### src/rtl/spi_master_if.sv
// spi_master_if: bundles the request/response handshake and the SPI pins of spi_master.
//
// Signals
//   start  request a frame (sampled by the master only while idle)
//   cmd    command byte, captured by the master when start is accepted
//   busy   master is working on a frame (accept cycle through done cycle)
//   done   one-cycle pulse at frame end
//   left   last received left sample (signed)
//   right  last received right sample (signed)
//   SCLK   SPI clock, idle low
//   CS     chip select, active low
//   MOSI   master data out, MSB first
//   MISO   slave data in, asynchronous to the master clock
//
// Modports
//   master  the spi_master side
//   slave   the requester / SPI peripheral side (testbench, system logic)

interface spi_master_if;
    logic               start;
    logic        [7:0]  cmd;
    logic               busy;
    logic               done;
    logic signed [15:0] left;
    logic signed [15:0] right;
    logic               SCLK;
    logic               CS;
    logic               MOSI;
    logic               MISO;

    modport master (
        input  start,
        input  cmd,
        input  MISO,
        output busy,
        output done,
        output left,
        output right,
        output SCLK,
        output CS,
        output MOSI
    );

    modport slave (
        output start,
        output cmd,
        output MISO,
        input  busy,
        input  done,
        input  left,
        input  right,
        input  SCLK,
        input  CS,
        input  MOSI
    );
endinterface

### src/rtl/spi_master.sv
// spi_master: SPI mode-0 master that issues a command byte and, for the read command
// (8'h01), clocks in a 16-bit left sample followed by a 16-bit right sample.
//
// Frame layout
//   cmd == 8'h01 : 40 bits = 8 cmd bits, 16 left bits, 16 right bits
//   otherwise    :  8 bits = cmd only (left/right keep their previous values)
//
// Timing (cycle 0 = accept cycle, D = CLK_DIV, N = frame bits)
//   CS low from cycle 1; first SCLK low half starts at 1+CS_SETUP;
//   each bit is D cycles SCLK low then D cycles SCLK high;
//   last SCLK fall at 1+CS_SETUP+2*D*N; CS high and done at that plus CS_HOLD.
//
// Parameters
//   CLK_DIV   SCLK half-period in clk_48 cycles (>= 4)
//   CS_SETUP  cycles from CS falling to the first SCLK low half (>= 1)
//   CS_HOLD   cycles from the last SCLK fall to CS rising (>= 1)
//
// Ports
//   clk_48   system clock, rising edge
//   reset_n  asynchronous active-low reset
//   bus      spi_master_if master modport (handshake, sample outputs, SPI pins)

module spi_master #(
    parameter int unsigned CLK_DIV  = 4,
    parameter int unsigned CS_SETUP = 2,
    parameter int unsigned CS_HOLD  = 2
) (
    input logic          clk_48,
    input logic          reset_n,
    spi_master_if.master bus
);

    localparam int unsigned PhaseMax = 2 * CLK_DIV - 1;
    localparam int unsigned CntMax0  = (PhaseMax > CS_SETUP) ? PhaseMax : CS_SETUP;
    localparam int unsigned CntMax   = (CntMax0 > CS_HOLD) ? CntMax0 : CS_HOLD;
    localparam int unsigned CntW     = $clog2(CntMax + 1);

    typedef logic [CntW-1:0] cnt_t;

    localparam cnt_t SclkRise  = cnt_t'(CLK_DIV - 1);
    localparam cnt_t SclkFall  = cnt_t'(PhaseMax);
    localparam cnt_t SetupLast = cnt_t'(CS_SETUP - 1);
    localparam cnt_t HoldLast  = cnt_t'(CS_HOLD - 1);

    localparam logic [7:0] CmdRead    = 8'h01;
    localparam logic [5:0] LastBitRd  = 6'd39;
    localparam logic [5:0] LastBitCmd = 6'd7;
    localparam logic [5:0] FirstRxBit = 6'd8;

    typedef enum logic [2:0] {
        StIdle,
        StSetup,
        StShift,
        StHold,
        StDone
    } state_e;

    state_e             state_q;
    cnt_t               cnt_q;
    logic [5:0]         bit_q;
    logic               long_q;
    logic [6:0]         cmd_sh_q;
    logic [31:0]        rx_q;
    logic               sclk_q;
    logic               cs_q;
    logic               mosi_q;
    logic               busy_q;
    logic               done_q;
    logic signed [15:0] left_q;
    logic signed [15:0] right_q;
    logic               miso_meta_q;
    logic               miso_sync_q;
    logic [5:0]         last_bit;

    // MISO is asynchronous to clk_48; nothing downstream sees it before these two flops.
    always_ff @(posedge clk_48 or negedge reset_n) begin
        if (!reset_n) begin
            miso_meta_q <= 1'b0;
            miso_sync_q <= 1'b0;
        end else begin
            miso_meta_q <= bus.MISO;
            miso_sync_q <= miso_meta_q;
        end
    end

    assign last_bit = long_q ? LastBitRd : LastBitCmd;

    always_ff @(posedge clk_48 or negedge reset_n) begin
        if (!reset_n) begin
            state_q  <= StIdle;
            cnt_q    <= '0;
            bit_q    <= '0;
            long_q   <= 1'b0;
            cmd_sh_q <= '0;
            rx_q     <= '0;
            sclk_q   <= 1'b0;
            cs_q     <= 1'b1;
            mosi_q   <= 1'b0;
            busy_q   <= 1'b0;
            done_q   <= 1'b0;
            left_q   <= '0;
            right_q  <= '0;
        end else begin
            unique case (state_q)
                StIdle: begin
                    sclk_q <= 1'b0;
                    cs_q   <= 1'b1;
                    mosi_q <= 1'b0;
                    done_q <= 1'b0;
                    if (bus.start) begin
                        state_q  <= StSetup;
                        cnt_q    <= '0;
                        bit_q    <= '0;
                        long_q   <= (bus.cmd == CmdRead);
                        // cmd[7] goes straight onto MOSI; the rest waits in the shifter.
                        mosi_q   <= bus.cmd[7];
                        cmd_sh_q <= bus.cmd[6:0];
                        cs_q     <= 1'b0;
                        busy_q   <= 1'b1;
                    end
                end

                StSetup: begin
                    if (cnt_q == SetupLast) begin
                        state_q <= StShift;
                        cnt_q   <= '0;
                    end else begin
                        cnt_q <= cnt_q + cnt_t'(1);
                    end
                end

                StShift: begin
                    cnt_q <= cnt_q + cnt_t'(1);
                    if (cnt_q == SclkRise) begin
                        sclk_q <= 1'b1;
                    end
                    if (cnt_q == SclkFall) begin
                        // Last cycle of the high half: sample MISO, drop SCLK and move
                        // MOSI to the next bit on the same edge, so MOSI only changes
                        // while SCLK is low.
                        sclk_q   <= 1'b0;
                        cnt_q    <= '0;
                        cmd_sh_q <= {cmd_sh_q[5:0], 1'b0};
                        mosi_q   <= cmd_sh_q[6];
                        if (long_q && (bit_q >= FirstRxBit)) begin
                            rx_q <= {rx_q[30:0], miso_sync_q};
                        end
                        if (bit_q == last_bit) begin
                            state_q <= StHold;
                            mosi_q  <= 1'b0;
                        end else begin
                            bit_q <= bit_q + 6'd1;
                        end
                    end
                end

                StHold: begin
                    if (cnt_q == HoldLast) begin
                        state_q <= StDone;
                        cnt_q   <= '0;
                        cs_q    <= 1'b1;
                        done_q  <= 1'b1;
                        // Both samples change on the same edge so readers never see a
                        // new left paired with an old right.
                        if (long_q) begin
                            left_q  <= rx_q[31:16];
                            right_q <= rx_q[15:0];
                        end
                    end else begin
                        cnt_q <= cnt_q + cnt_t'(1);
                    end
                end

                StDone: begin
                    state_q <= StIdle;
                    done_q  <= 1'b0;
                    busy_q  <= 1'b0;
                end

                default: begin
                    state_q <= StIdle;
                end
            endcase
        end
    end

    assign bus.SCLK  = sclk_q;
    assign bus.CS    = cs_q;
    assign bus.MOSI  = mosi_q;
    assign bus.done  = done_q;
    assign bus.left  = left_q;
    assign bus.right = right_q;

    // busy must already be high in the accept cycle, before any flop has seen start;
    // reset_n keeps it low while the block is held in reset.
    assign bus.busy = busy_q | ((state_q == StIdle) & bus.start & reset_n);

endmodule

### src/flat_wrapper.sv
// flat-port wrapper written by rule: the top's interface ports become plain ports
module spi_master_flat 
#(
    parameter int unsigned CLK_DIV  = 4,
    parameter int unsigned CS_SETUP = 2,
    parameter int unsigned CS_HOLD  = 2
)
  (clk_48, reset_n, bus_start, bus_cmd, bus_MISO, bus_busy, bus_done, bus_left, bus_right, bus_SCLK, bus_CS, bus_MOSI);
  spi_master_if bus_i ();
  input logic clk_48;
  input logic reset_n;
  input wire logic [$bits(bus_i.start)-1:0] bus_start;
  input wire logic [$bits(bus_i.cmd)-1:0] bus_cmd;
  input wire logic [$bits(bus_i.MISO)-1:0] bus_MISO;
  output wire logic [$bits(bus_i.busy)-1:0] bus_busy;
  output wire logic [$bits(bus_i.done)-1:0] bus_done;
  output wire logic [$bits(bus_i.left)-1:0] bus_left;
  output wire logic [$bits(bus_i.right)-1:0] bus_right;
  output wire logic [$bits(bus_i.SCLK)-1:0] bus_SCLK;
  output wire logic [$bits(bus_i.CS)-1:0] bus_CS;
  output wire logic [$bits(bus_i.MOSI)-1:0] bus_MOSI;
  assign bus_i.start = bus_start;
  assign bus_i.cmd = bus_cmd;
  assign bus_i.MISO = bus_MISO;
  assign bus_busy = bus_i.busy;
  assign bus_done = bus_i.done;
  assign bus_left = bus_i.left;
  assign bus_right = bus_i.right;
  assign bus_SCLK = bus_i.SCLK;
  assign bus_CS = bus_i.CS;
  assign bus_MOSI = bus_i.MOSI;
  spi_master #(.CLK_DIV(CLK_DIV), .CS_SETUP(CS_SETUP), .CS_HOLD(CS_HOLD)) u_core (.clk_48(clk_48), .reset_n(reset_n), .bus(bus_i));
endmodule
### config.mk
export PLATFORM = sky130hd
export DESIGN_NAME = spi_master_flat
export DESIGN_NICKNAME = d
export VERILOG_FILES = /design/src/rtl/spi_master_if.sv /design/src/rtl/spi_master.sv /design/src/flat_wrapper.sv
export SDC_FILE = /design/constraint.sdc
export NUM_CORES = 1
export LEC_CHECK = 0
export ABC_AREA = 1
export CORE_MARGIN = 2
export CORE_UTILIZATION = 40
export CTS_CLUSTER_DIAMETER = 40
export CTS_CLUSTER_SIZE = 16
export DETAILED_ROUTE_END_ITERATION = 16
export PLACE_DENSITY = 0.68
export SETUP_SLACK_MARGIN = 0.15
export SYNTH_ARGS = -nofsm -noshare
export SYNTH_HDL_FRONTEND = slang
export SYNTH_SLANG_ARGS = --single-unit
### constraint.sdc
create_clock -name clk_48 -period 1.7 [get_ports clk_48]
set_clock_uncertainty 0.05 [all_clocks]
set_input_delay 0.17 -clock clk_48 [delete_from_list [all_inputs] [get_ports clk_48]]
set_output_delay 0.17 -clock clk_48 [all_outputs]
set_load 0.005 [all_outputs]
After elaboration in Yosys (flattened, before gate mapping)
Index checks and enable logic that the tools add are counted.

storage, ports and cells
  bits of input ports = 12
  output and inout bits = 37
  register bits = 91

cells by class
  bitwise gates (word level) = 3
  equal/unequal tests = 16
  mux-type cells = 31
  $lt $le $gt $ge = 1
  add/sub/neg operators = 2
  reductions and logical operators = 21

operators with widths
  cell                                                               count
  two-way mux 3 bit                                                  8
  two-way mux 6 bit                                                  4
  two-way mux 7 bit                                                  2
  one-hot mux 7 bit (2 select lines)                                 1
  AND reduction 2 bit                                                7
  one-hot mux 3 bit (4 select lines)                                 1
  one-hot mux 6 bit (2 select lines)                                 1
  one-hot mux 1 bit (2 select lines)                                 5
  equality test 3 x 2 -> 1 bit, second input constant                3
  one-hot mux 3 bit (3 select lines)                                 1
  AND reduction 3 bit                                                3
  equality test 8 x 1 -> 1 bit, second input constant                1
  two-way mux 1 bit                                                  8
  inequality test 2 x 1 -> 1 bit, second input constant              4
  nonzero test 2 bit                                                 4
  adder 6 x 1 -> 6 bit, second input constant                        1
  equality test 3 x 1 -> 1 bit, second input constant                2
  equality test 3 bit, second input constant                         2
  equality test 6 bit                                                1
  greater-or-equal comparator 6 x 4 -> 1 bit, second input constant  1
  AND reduction 5 bit                                                1
  inequality test 2 bit, second input constant                       2
  AND reduction 4 bit                                                1
  OR reduction 2 bit                                                 2
  other kinds (7)                                                    8

Longest topological paths before layout
Gate-level depths: netlist of run 1.

  depth after elaboration = 5
  mapped depth = 9
  mapped depth without buffers = 9

Worst setup path before layout of run 1
No wires, ideal clock.

  path type = flip-flop to flip-flop
  from = register u_core.cnt_q[0]
  to = register u_core.cmd_sh_q[4]
  slack = 0.178 ns
  arrival time = 1.342 ns
  stages on the path, launching flop included = 8
  required time = 1.520 ns
  path through = dfrtp_1 ha_1 ha_1 nand3_4 nand2_4 buf_4 o211ai_1 o21ai_0

between the ends
  word-level cells in the longest chain between the ends = 3

RTL lines
  element                                   RTL line           RTL
  start: declaration                        spi_master.sv:59   cnt_t cnt_q;
  start signal: assignment                  spi_master.sv:128  cnt_q <= cnt_q + cnt_t'(1);
  start signal: assignment                  spi_master.sv:133  cnt_q <= cnt_q + cnt_t'(1);
  start signal: assignment                  spi_master.sv:170  cnt_q <= cnt_q + cnt_t'(1);
  equality test 3 bit                       spi_master.sv:137  if (cnt_q == SclkFall) begin
  inequality test 2 x 1 -> 1 bit (no line)  --
  AND reduction 3 bit (no line)             --
  end signal: assignment                    spi_master.sv:117  cmd_sh_q <= bus.cmd[6:0];
  end signal: assignment                    spi_master.sv:143  cmd_sh_q <= {cmd_sh_q[5:0], 1'b0};
  end: declaration                          spi_master.sv:62   logic [6:0] cmd_sh_q;

No other way between the ends.
A chain may end at the register's enable or synchronous reset.

Final worst setup path of run 1
  from = register u_core.cnt_q[0]
  to = register u_core.cmd_sh_q[2]

Same word-level chain as after synthesis.

==> results of run 1 <==
-- synth_stat cells --
master | number | share of area
dfrtp_1 | 90 | 0.55
nand3_1 | 13 | 0.016
nand2_2 | 2 | 0.0031
nor2_1 | 17 | 0.016
nand2_1 | 173 | 0.16
inv_2 | 2 | 0.0018
xor2_1 | 2 | 0.0043
ha_1 | 8 | 0.024
buf_2 | 2 | 0.0024
or2_2 | 1 | 0.0015
a21boi_0 | 1 | 0.0018
inv_1 | 28 | 0.026
nand3_4 | 2 | 0.0085
nor3_1 | 3 | 0.0037
dfstp_2 | 1 | 0.0064
nand4_4 | 1 | 0.0052
o21ai_1 | 4 | 0.0049
nor2_4 | 3 | 0.0082
o21ai_0 | 73 | 0.089
a21oi_1 | 1 | 0.0012
nand4_1 | 2 | 0.0031
or2_1 | 1 | 0.0015
buf_4 | 2 | 0.0037
nand2_4 | 1 | 0.0027
buf_6 | 7 | 0.019
o211ai_1 | 7 | 0.013
o22ai_1 | 2 | 0.0031
o21ai_2 | 5 | 0.011
clkbuf_1 | 10 | 0.0092
clkbuf_2 | 2 | 0.0024
-- final timing paths --
check	startpoint	end	depth (start not counted)
worst max-delay path	u_core.cnt_q[0]	u_core.cmd_sh_q[2]	8
worst min-delay path	bus_MISO	u_core.miso_meta_q	1
worst max register to register	u_core.cnt_q[0]	u_core.cmd_sh_q[2]	8
worst min register to register	u_core.miso_meta_q	u_core.miso_sync_q	0
max in group asynchronous	reset_n	u_core.rx_q[0]	3
min in group asynchronous	reset_n	u_core.bus.SCLK	3
-- cell type report --
type                            count  area (sq um)
Fill cell                         856          4648
Sequential cell                    91          2278
Multi-Input combinational cell    323          1648
Timing Repair Buffer               80         810.8
Tap cell                          133         166.4
Clock buffer                       10         127.6
Inverter                           30         112.6
Clock inverter                      6         72.57
-- power groups by stage --
| stage | registers [mW] | clock network (mW) | logic, mW |
|---|---|---|---|
| 5_1_grt | 2.17 | 1.62 | 0.0954 |
| 3_5_place_dp | 2.21 | 0 | 0.0842 |
| 2_1_floorplan | 2.21 | 0 | 0.00380 |
| 4_1_cts | 2.17 | 1.53 | 0.0861 |
| 6_report | 2.17 | 1.48 | 0.0835 |
| 3_3_place_gp | 2.21 | 0 | 0.0837 |
-- per-layer routing --
| metal | vias up | track usage | part of all wire |
|---|---|---|---|
| met5 | - | 0 | 0 |
| li1 | 1636 | - | - |
| met4 | 0 | 0.05905 | 0.019 |
| met3 | 15 | 0.03711 | 0.030 |
| met2 | 53 | 0.2525 | 0.46 |
| met1 | 1577 | 0.2161 | 0.49 |
-- critical path, stage by stage (launching register included) --
cell and delay [ns]:
dfrtp_1 0.39, ha_2 0.21, ha_4 0.17, nand3_4 0.09, buf_6 0.13, nand2_8 0.07
buf_8 0.14, o211ai_1 0.07, o21ai_1 0.09
-- registers in the layout, indices dropped and copies added (netlist names) --
| signal | count |
|---|---|
| u_core.busy_q | 1 |
| u_core.miso_sync_q | 1 |
| u_core.cnt_q | 3 |
| u_core.state_q | 3 |
| u_core.long_q | 1 |
| u_core.cmd_sh_q | 7 |
| u_core.rx_q | 32 |
| u_core.bus.done | 1 |
| u_core.bus.left | 16 |
| u_core.bus.CS | 1 |
| u_core.miso_meta_q | 1 |
| u_core.bit_q | 6 |
| u_core.bus.right | 16 |
| u_core.bus.SCLK | 1 |
| u_core.bus.MOSI | 1 |
-- cells by family (layout without fill, tap and decap cells) --
logic type | Yosys count | count (layout) | share of synthesized area
buffers and inverters | 53 | 126 | 0.06441
xor gates and xnor gates | 2 | 2 | 0.004274
DFF | 91 | 91 | 0.5559
adders and majority gates | 8 | 8 | 0.02442
and+or+nand+nor | 219 | 220 | 0.2274
AOI/OAI and AO/OA | 93 | 93 | 0.1236
-- cells in the final DEF, fill, tap and decap left out, types with 4 or more instances in the layout --
| cell | instances |
|---|---|
| clkbuf_8 | 9 |
| dfrtp_1 | 90 |
| nand2_1 | 171 |
| nor2_4 | 5 |
| o21ai_0 | 52 |
| o21ai_1 | 25 |
| nor2_1 | 14 |
| o21ai_2 | 4 |
| inv_1 | 27 |
| o211ai_1 | 7 |
| buf_6 | 7 |
| nand3_1 | 12 |
| clkdlybuf4s50_1 | 45 |
| buf_4 | 18 |
| ha_1 | 5 |
-- what timing repair did --
item                                    4_1_cts  5_1_grt
pin swaps                                     3        5
cloned                                        1        2
gates resized for setup                      13       45
endpoints found under the hold margin        90        0
setup buffers                                 2        6
hold buffers                                  1        0
endpoints found under the setup margin       58       79
-- per-stage QoR --
step / cells / hold slack, ns / instance area (sq um) / util
after floorplan: 466 / -0.1756 / 4099 / -
after global placement: 645 / 0.2213 / 4762 / 0.4828
after detailed placement: 645 / 0.2241 / 4762 / 0.4828
after CTS: 665 / 0.1847 / 5016 / 0.5085
after global routing: 673 / 0.1984 / 5216 / 0.5288
final: 673 / 0.2040 / 5216 / 0.5288
==> flow_metrics.tcl, run 1 <==
set metrics [dict create \
    die_area_sq_um 11070 \
    grt_pass1_wl_mm 14.43 \
    finalHoldViolCount 0 \
    fmax_mhz 661.7 \
    slew_headroom 0.6569 \
    start_util 0.4155 \
    via_count 3281 \
    via_per_inst 4.875 \
    synth_cell_types 30 \
    critPathMaxFanout 7 \
    remaining_drc_errors 0 \
    grt_setup_unrepaired "true" \
    tns_ns 0 \
    finalCriticalPeriod_ns 1.511 \
    final_layout_size_suffix_gt1_frac 0.1426 \
    drt-total-wl_mm 8.566 \
    grt_max_degree 92 \
    avgSynthCellArea_sq_um 8.796 \
    diodes 0 \
    seq_area_frac_synth 0.5559 \
    clock_sinks 91 \
    worst_ep_required_time_ns 1.90 \
    path_clk_slew_ns 0.09 \
    power_mw 3.734 \
    p_int_mw 2.892 \
    p_seq_frac 0.580 \
    antenna_found_initial 0 \
    place_worst_setup_slack_ns -0.02533 \
    clock_latency_ns 0.36 \
    p_per_area_nw_per_um2 715.8 \
    ant_nets 0 \
    switchingPower_mw 0.8425 \
    cts_tree "yes" \
    cts_buffer_depth 2 \
    grt-ovfl-total 0 \
    die_w_um 105.2 \
    worst_setup_path_end_kind "flip-flop" \
    synth_nets 486 \
    leakagePower_nw 2.686 \
    setup_ws_ns 0.1888 \
    switching_share 0.2256 \
    core_sq_um 9864 \
    io_pins 49 \
    die_h_um 105.2 \
    critPathArrivalTime_ns 1.71 \
    irDropWorstVdd_mv 0.4057 \
    hold_path_class "in -> reg" \
    syn2layout_area_growth_pct 27.26 \
    io_buffer_count 48 \
    wl_per_cell_um 12.73 \
    grtUsageTotal 0.1602 \
    clock_power_share 0.398 \
    run_status "finished, final reports clean" \
    yosys_warnings 0 \
    syn_area_sq_um 4099 \
    cts_root_buf "clkbuf_8" \
    maxCapViolCount 0 \
    hpwl_mm 5.324 \
    rrSetupSlack_ns 0.19 \
    numCtsBuffers 9 \
    syn_inst 466 \
    htree_levels 3 \
    num_rows 36 \
    nets 555 \
    crit_type "reg -> reg" \
    ys_ff_latch 91 \
    place.gp.congestion 0.8069 \
    tightest_slew_ns 0.5146 \
    p_comb_frac 0.022 \
    cp-start-kind "flip-flop" \
    setup_violations 0 \
    first_pass_iters 4 \
    grt_pass1_vias 3132 \
    initialDrtViolationCount 228 \
    drv_slew 0 \
    fin_crit_sh 0.8889 \
]
Note: power is estimated with default switching activity, not from simulation.
==> run 2, diff against run 1 <==
Settings changed: PLACE_DENSITY 0.68 to 0.63.
==> run 2 against run 1 <==
Critical endpoint is now u_core.bit_q[2]. Critical path depth unchanged. Fmax decreased by 3.0%. Clock-buffer cell count is 1 lower. Sequential power about the same.
==> flow_metrics.tcl, run 2 (synthesized netlist as in run 1, its figures left out) <==
set metrics [dict create \
    run_status "finished, final reports clean" \
    grt-ovfl-total 0 \
    drv_slew 0 \
    power_mw 3.797 \
    io_buffer_count 48 \
    postPlaceCellArea_sq_um 4745 \
    hold_path_class "in -> reg" \
    cts_tree "yes" \
    core_sq_um 9864 \
    setup_violations 0 \
    die_area_sq_um 11070 \
    num_rows 36 \
    cts_root_buf "clkbuf_8" \
    die_w_um 105.2 \
    cp-start-kind "flip-flop" \
    place.gp.congestion 0.7930 \
    worst_ep_required_time_ns 1.91 \
    die_h_um 105.2 \
    nets 550 \
    crit_type "reg -> reg" \
    tightest_slew_ns 0.4877 \
    worst_setup_path_end_kind "flip-flop" \
    leakagePower_nw 2.669 \
    top_register "u_core.rx_q" \
    grt_pass1_vias 3082 \
    critPathArrivalTime_ns 1.77 \
    syn2layout_area_growth_pct 25.24 \
    critPathMaxFanout 7 \
    maxCapViolCount 0 \
    path_clk_slew_ns 0.09 \
    finalHoldViolCount 0 \
    grt_setup_unrepaired "true" \
    grt_pass1_wl_mm 14.63 \
    drt-total-wl_mm 8.537 \
    io_pins 49 \
    cp_top_family "flip-flops" \
    start_util 0.4155 \
    largest_reg_flops 32 \
    grtUsageTotal 0.1641 \
    mostFrequentLayoutCells "nand2_1, dfrtp_1, o21ai_0" \
    hpwl_mm 5.355 \
    utilization 0.5204 \
    remaining_drc_errors 0 \
    diodes 0 \
    cpMaxStageDelayCell "dfrtp_1" \
    htree_levels 3 \
    max_stage_delay_ns 0.43 \
    clock_latency_ns 0.37 \
    numCtsBuffers 9 \
    holdWs_ns 0.1882 \
    grt_max_degree 92 \
    via_per_inst 4.865 \
    irDropWorstVdd_mv 0.4110 \
    fin_crit_sh 0.9169 \
    clock_sinks 91 \
    stdcell_area_sq_um 5134 \
    wl_per_cell_um 12.78 \
    slew_headroom 0.6748 \
    cts_buffer_depth 2 \
    path_buf_inv 1 \
    ant_nets 0 \
    cp_common_cell "nand2_4" \
    fmax_mhz 641.6 \
    first_pass_iters 4 \
    critical_path.cell_chain "ha_4, ha_2, nand3_4, nand2_4, nand2_4, buf_6, nand2_1, o21ai_2" \
    n_fill_cell 918 \
    initialDrtViolationCount 214 \
    antenna_found_initial 0 \
    finalCriticalPeriod_ns 1.559 \
    via_count 3250 \
    p_per_area_nw_per_um2 739.7 \
    final_layout_size_suffix_gt1_frac 0.1383 \
    final_common_cell "nand2_1" \
]
run 2: changes by cell type in the layout (fill, tap and decap cells not counted), moves of 2 or more:
cell,delta
clkinvlp_4,-3
dfrtp_1,-2
inv_6,+3
buf_4,-2
o21ai_1,-11
nand2_8,-2
buf_12,+2
nand2_4,+2
dfrtp_2,+2
o21ai_0,+11
buf_6,-2
run 2: area by class of cell:
cell class / count / area, sq um / share of cell area
Tap cell: 133 / 166.4 / 0.03242
Sequential cell: 91 / 2281 / 0.4443
Timing Repair Buffer: 75 / 765.7 / 0.1492
Inverter: 30 / 112.6 / 0.02194
Clock buffer: 9 / 123.9 / 0.02413
Clock inverter: 7 / 81.33 / 0.01584
Multi-Input combinational cell: 323 / 1603 / 0.3122
run 2: power breakdown:
group,switching (mW),internal [mW],total [mW]
logic,0.0518,0.0310,0.0829
clock network,0.840,0.709,1.55
registers,0.000806,2.17,2.17
total,0.892,2.91,3.80
run 2: through the flow:
step | cells | setup slack, ns | TNS, ns
4_1_cts | 665 | 0.1338 | 0
2_1_floorplan | 466 | 0.1781 | 0
6_report | 668 | 0.1413 | 0
3_3_place_gp | 641 | 0.02525 | 0
3_5_place_dp | 641 | -0.04204 | -0.5702
5_1_grt | 668 | 0.05650 | 0
run 2: final timing paths:
check                              startpoint                 end  slack (ns)  cells after the start
hold reg to reg            u_core.miso_meta_q  u_core.miso_sync_q        0.34                      0
hold / removal                       bus_MISO  u_core.miso_meta_q        0.19                      1
setup / recovery              u_core.cnt_q[0]     u_core.bit_q[2]        0.14                      8
setup reg to reg              u_core.cnt_q[0]     u_core.bit_q[2]        0.14                      8
max in group asynchronous             reset_n     u_core.bit_q[2]        0.82                      3
min in group asynchronous             reset_n       u_core.busy_q        0.40                      3
run 2: routing by layer:
layer	up-vias	share of wire	track usage
li1	1622	-	-
met1	1572	0.49	0.2174
met2	50	0.47	0.2664
met3	6	0.032	0.03958
met4	0	0.0089	0.05143
met5	-	0	0
run 2: worst reg2reg max path, stage by stage, from the launching register on:
cell	delay (ns)
dfrtp_1	0.43
ha_4	0.18
ha_2	0.20
nand3_4	0.13
nand2_4	0.13
nand2_4	0.08
buf_6	0.15
nand2_1	0.06
o21ai_2	0.05
run 2: timing repair:
| item | 4_1_cts | 5_1_grt |
|---|---|---|
| hold buffers | 1 | 0 |
| hold endpoints to repair | 90 | 0 |
| endpoints found under the setup margin | 80 | 81 |
| resized for setup | 21 | 23 |
| buffers inserted | 6 | 3 |
| cloned | 1 | 0 |
| pin swaps | 4 | 4 |
